==> config.mk <==
export PLATFORM = sky130hd
export DESIGN_NAME = seg_pipe_adder
export DESIGN_NICKNAME = d
export VERILOG_FILES = /design/src/rtl/seg_pipe_adder.sv
export SDC_FILE = /design/constraint.sdc
export NUM_CORES = 1
export LEC_CHECK = 0
export ABC_CLOCK_PERIOD_IN_PS = 11500
export CAP_MARGIN = 30
export CORE_MARGIN = 4
export CORE_UTILIZATION = 33
export DETAILED_ROUTE_END_ITERATION = 8
export SYNTH_ARGS = -nofsm -noshare
export SYNTH_HDL_FRONTEND = slang
export SYNTH_SLANG_ARGS = --single-unit
==> constraint.sdc <==
create_clock -name clk -period 11.5 [get_ports clk]
set_clock_uncertainty 0.1 [all_clocks]
set_input_delay 2.875 -clock clk [delete_from_list [all_inputs] [get_ports clk]]
set_output_delay 2.875 -clock clk [all_outputs]
set_load 0.02 [all_outputs]
==> src/rtl/seg_pipe_adder.sv <==
// Segmented, pipelined adder/subtractor: one SEG-bit segment per stage, then a result register.
// Optional build macro SEG_PIPE_ADDER_SAT_EN clamps sum to the signed limit on overflow.
module seg_pipe_adder #(
    parameter int WIDTH = 16,
    parameter int SEG   = 4
) (
    input  logic             clk,
    input  logic             rst,
    input  logic             in_valid,
    output logic             in_ready,
    input  logic [WIDTH-1:0] a,
    input  logic [WIDTH-1:0] b,
    input  logic             cin,
    input  logic             sub,
    output logic             out_valid,
    input  logic             out_ready,
    output logic [WIDTH-1:0] sum,
    output logic             cout,
    output logic             ovf
);
    localparam int STAGES = WIDTH / SEG;

    // Handshake: a beat moves in on in_valid & in_ready and out on out_valid & out_ready.
    // The whole pipe, bubbles included, advances only when the result slot is empty or drained.
    logic advance;

    logic [WIDTH-1:0] beff;
    logic             c0;

    // Stage inputs (muxed from the previous rank) and combinational segment results
    logic [WIDTH-1:0] sin_a [STAGES];
    logic [WIDTH-1:0] sin_b [STAGES];
    logic [WIDTH-1:0] sin_s [STAGES];
    logic             sin_c [STAGES];
    logic             sin_v [STAGES];
    logic [SEG:0]     seg_res [STAGES];
    logic [WIDTH-1:0] nxt_s [STAGES];

    // Per-stage registers: skewed operands, partial sum, carry, valid
    logic [WIDTH-1:0] op_a [STAGES];
    logic [WIDTH-1:0] op_b [STAGES];
    logic [WIDTH-1:0] ps   [STAGES];
    logic             cy   [STAGES];
    logic             vld  [STAGES];

    logic [WIDTH-1:0] fin_sum;
    logic             fin_cout;
    logic             fin_ovf;
    logic             msb_a;
    logic             msb_b;

    logic [WIDTH-1:0] res_sum;
    logic             res_cout;
    logic             res_ovf;
    logic             res_v;

    assign advance   = !res_v || out_ready;
    assign in_ready  = advance;
    assign out_valid = res_v;
    assign sum       = res_sum;
    assign cout      = res_cout;
    assign ovf       = res_ovf;

    always_comb begin
        beff     = sub ? ~b : b;
        c0       = sub | cin;
        sin_a[0] = a;
        sin_b[0] = beff;
        sin_s[0] = '0;
        sin_c[0] = c0;
        sin_v[0] = in_valid;
        for (int k = 1; k < STAGES; k++) begin
            sin_a[k] = op_a[k-1];
            sin_b[k] = op_b[k-1];
            sin_s[k] = ps[k-1];
            sin_c[k] = cy[k-1];
            sin_v[k] = vld[k-1];
        end
        for (int k = 0; k < STAGES; k++) begin
            seg_res[k] = {1'b0, sin_a[k][k*SEG +: SEG]}
                       + {1'b0, sin_b[k][k*SEG +: SEG]}
                       + {{SEG{1'b0}}, sin_c[k]};
            nxt_s[k] = sin_s[k];
            nxt_s[k][k*SEG +: SEG] = seg_res[k][SEG-1:0];
        end
    end

    // Carry into the MSB is recovered as a ^ beff ^ sum at that bit.
    always_comb begin
        msb_a    = op_a[STAGES-1][WIDTH-1];
        msb_b    = op_b[STAGES-1][WIDTH-1];
        fin_cout = cy[STAGES-1];
        fin_ovf  = (msb_a ^ msb_b ^ ps[STAGES-1][WIDTH-1]) ^ fin_cout;
        fin_sum  = ps[STAGES-1];
`ifdef SEG_PIPE_ADDER_SAT_EN
        if (fin_ovf) begin
            fin_sum = msb_a ? {1'b1, {(WIDTH-1){1'b0}}} : {1'b0, {(WIDTH-1){1'b1}}};
        end
`endif
    end

    always_ff @(posedge clk) begin
        if (rst) begin
            for (int k = 0; k < STAGES; k++) begin
                op_a[k] <= '0;
                op_b[k] <= '0;
                ps[k]   <= '0;
                cy[k]   <= 1'b0;
                vld[k]  <= 1'b0;
            end
            res_v    <= 1'b0;
            res_sum  <= '0;
            res_cout <= 1'b0;
            res_ovf  <= 1'b0;
        end else if (advance) begin
            for (int k = 0; k < STAGES; k++) begin
                op_a[k] <= sin_a[k];
                op_b[k] <= sin_b[k];
                ps[k]   <= nxt_s[k];
                cy[k]   <= seg_res[k][SEG];
                vld[k]  <= sin_v[k];
            end
            res_v <= vld[STAGES-1];
            if (vld[STAGES-1]) begin
                res_sum  <= fin_sum;
                res_cout <= fin_cout;
                res_ovf  <= fin_ovf;
            end
        end
    end

endmodule

# Word level (Yosys, flattened, before mapping)
# Memories as Yosys holds them, arrays and structs flattened.
# Index checks and enable logic that the tools add are counted.
# classes
add_sub_neg,8
n_mux,26
n_bitwise,25
n_reduce_logical,3
# ops
operator,count
2-to-1 mux 16 bit,13
bitwise OR 1 bit,21
adder 4 x 4 -> 5 bit,4
adder 5 x 1 -> 5 bit,4
NOT 16 bit,1
2-to-1 mux 1 bit,13
XOR 1 bit,3
AND reduction 2 bit,1
zero test 1 bit,1
logical OR 1 bit,1
# totals
regBits,19
ram_bits,200
in_bits,38
n_memories,5
# memory_table
memory,words,word_bits,rd,rd_ports_with_merged_regs,write_ports,line,rtl
op_a,4,16,4,0,4,40,logic [WIDTH-1:0] op_a [STAGES];
op_b,4,16,4,0,4,41,logic [WIDTH-1:0] op_b [STAGES];
ps,4,16,4,0,4,42,logic [WIDTH-1:0] ps [STAGES];
cy,4,1,4,0,4,43,logic cy [STAGES];
vld,4,1,4,0,4,44,logic vld [STAGES];

# Depth between registers and ports, before layout
# depth
depth_word,6
ltp_mapped,10
ltp_nobuf,8

# Worst setup path before layout
# No wires, ideal clock.
# synth_path
path_type,input to output
startpoint,input out_ready
endpoint,output in_ready
arrival_time_ns,3.076
setup_slack_ns,5.449
stages,2
n_path_buf,0
path_cell_list,nor2b_4 -> inv_2
# synth_via
elab_chain_len,1
# synth_rtl
element,line,rtl
start: declaration,16,"input logic out_ready,"
logical OR 1 bit,57,assign advance = !res_v || out_ready;
end: declaration,10,"output logic in_ready,"
# Every way passes these cells.

# Final worst setup path
# Ends and elaborated chain as after synthesis.

==> results.toml <==
[clock_tree]
cts_hold_buf = 0
htreeDepth = 4
insertion_delay_ns = 0.40
cts_resized = 0
tritoncts = "built"
cts_setup_buffers = 0
clk_pin_slew_ns = 0.06
clockBufferDepth = 2
root_buffer = "clkbuf_16"
clock-sinks = 117
cts_buffers = 17

[routing]
post-route-drc-count = 0
wl_per_cell_um = 11.0
drt-initial-drc-count = 112
vias = 2630
postRouteAntennaNets = 0
via_per_inst = 4.15
dr.pass1.iters = 4
drt-total-wl_um = 6960

[setup_path]
crit_type = "in -> out"
cp-start-kind = "primary input"
cp-end-kind = "output pin"
worstPathMaxFanout = 4
cp.arrival_ns = 4.15
required_ns = 8.53

[logic_synthesis]
syn_avg_cell_area_um2 = 13.3
syn_inst = 373
synth_seq_area_share_pct = 67.2
synth.cell_area_um2 = 4940
synthesis.nets = 431
synth_seq_cells = 117
yosysWarnings = 0
ys_types = 27

[sta]
fmax_mhz = 140
rsz0062_at_grt = "no"
slew_headroom_pct = 47.5
setup_viol = 0
drv_slew = 0
setup_slack_ns = 4.38
min_period_ns = 7.12
finalCritPeriodShare_pct = 62.0
fin_tns_setup_ns = 0
hold_viol = 0
worst_slew_pin_slew_ns = 0.785

[status]
status = "finished clean"

[global_routing]
gr-usage-met1_pct = 11.4
grt_max_degree = 79
grt_pass1_vias = 2754
grt_use_total_pct = 9.44
grtUsageMet3_pct = 3.50
grt_pass1_wl_um = 12400
antenna_found_initial = 0
met2_usage_pct = 14.8
overflow = 0
busiest_layer = "met2"

[finish]
seq_area_um2 = 3320
drive_above_1_share_pct = 9.56
fin_nets = 495
multi_input_area_um2 = 1490
diodes = 0
area_growth_pct = 28.9
fill_cells = 1319

[pwr]
ir_drop_uv = 120
power_density_nw_per_um2 = 172
cellLeakagePower_nw = 2.52

[die]
initial_core_util_pct = 33.9
std_cell_rows = 44
coreArea_um2 = 14600
die-area_um2 = 17000
dieHeight_um = 130
fp.dieW_um = 130
io_pins = 58

[placed_design]
portBuffers = 57
place_ws_ns = 4.37
hpwl_um = 4700
gp_congestion = 0.675

[worst_hold_path]
hold_class = "reg -> reg"

[flow_run]
cap_violations = 0
## critical path, stage by stage
cell,delay (ns)
clkdlybuf4s50_1,0.51
nor2b_4,0.07
inv_2,0.08
clkdlybuf4s50_1,0.60
## per-layer routing
| layer | wire length, µm | share of wire, % |
|---|---|---|
| met4 | 155 | 2.2 |
| met3 | 424 | 6.1 |
| met1 | 3180 | 46 |
| met5 | 0 | 0 |
| met2 | 3200 | 46 |
## area by class of cell
type                       count  share of cell area, %
sequential                   117                   52.1
inverter                      13                  0.766
multi-input combinational    226                   23.4
clock inverter                15                   3.00
timing repair buffer          62                   10.4
tap                          184                   3.61
clock buffer                  17                   6.67
## synthesized netlist by cell type
cell type | count | area [µm²]
buf_4 | 1 | 7.51
dfxtp_1 | 19 | 380
inv_2 | 1 | 3.75
a21oi_1 | 25 | 125
buf_2 | 5 | 25.0
o21ai_0 | 3 | 15.0
nor3_1 | 3 | 15.0
a211oi_2 | 1 | 12.5
xnor2_1 | 19 | 166
inv_1 | 12 | 45.0
and2_4 | 1 | 8.76
nor2b_4 | 1 | 13.8
nand2b_1 | 1 | 6.26
clkbuf_1 | 9 | 33.8
and2_1 | 71 | 444
buf_6 | 2 | 22.5
xor2_1 | 5 | 43.8
nor2b_1 | 4 | 25.0
nand2_2 | 1 | 6.26
nor2_1 | 28 | 105
ha_1 | 12 | 150
nand2_1 | 36 | 135
and3_1 | 2 | 12.5
a21o_1 | 4 | 30.0
edfxtp_1 | 98 | 2940
or2b_1 | 1 | 7.51
fa_1 | 8 | 160
## registers in the layout, summed over array words and instances, names as in the netlist
name and count:
ps 40, cout 1, op_b 25, cy 4, ovf 1, op_a 25, out_valid 1, vld 4
sum 16
## power breakdown
part,leakage [nW],internal (mW),switching (mW)
sequential,1.32,0.484,0.00652
clock,0.299,0.346,0.195
combinational,0.901,0.0356,0.0286
total,2.52,0.866,0.230
## path summary, 6_finish.rpt
check	startpoint	to	slack, ns	cells after the start
worst max-delay path	out_ready	in_ready	4.38	4
worst max register to register	op_a[2][12]	cy[3]	9.47	5
worst min-delay path	sum[3]	sum[3]	0.36	2
worst min register to register	sum[3]	sum[3]	0.36	2
## layout by cell type (no fill, tap or decap), drive strengths merged, types with 4 or more instances in the layout
master         instances
a21o                   4
a21oi                 25
and2                  72
buf                    5
clkbuf                17
clkdlybuf4s50         57
clkinv                 4
dfxtp                 19
edfxtp                98
fa                     8
ha                    12
inv                   20
nand2                 37
nor2                  28
nor2b                  5
xnor2                 19
xor2                   5
## cells by family after synthesis
group	count (synthesis)	synth area share, %
xor+xnor	24	4.25
buf+inv	30	2.78
flops	117	67.2
compound gates	33	3.70
simple gates	149	15.8
fa+ha+maj	20	6.28
## through the flow
step                std cells  utilization, %  total power, mW  cell area, µm²  hold WS (ns)
floorplan                 373               -            0.539            4940         0.371
global placement          599            38.9            0.561            5680         0.346
detailed placement        602            39.5            0.565            5760         0.350
CTS                       634            43.7             1.11            6370         0.358
global route              634            43.7             1.14            6370         0.375
finish                    634            43.7             1.10            6370         0.357
Note: power is estimated with default switching activity, not from simulation.
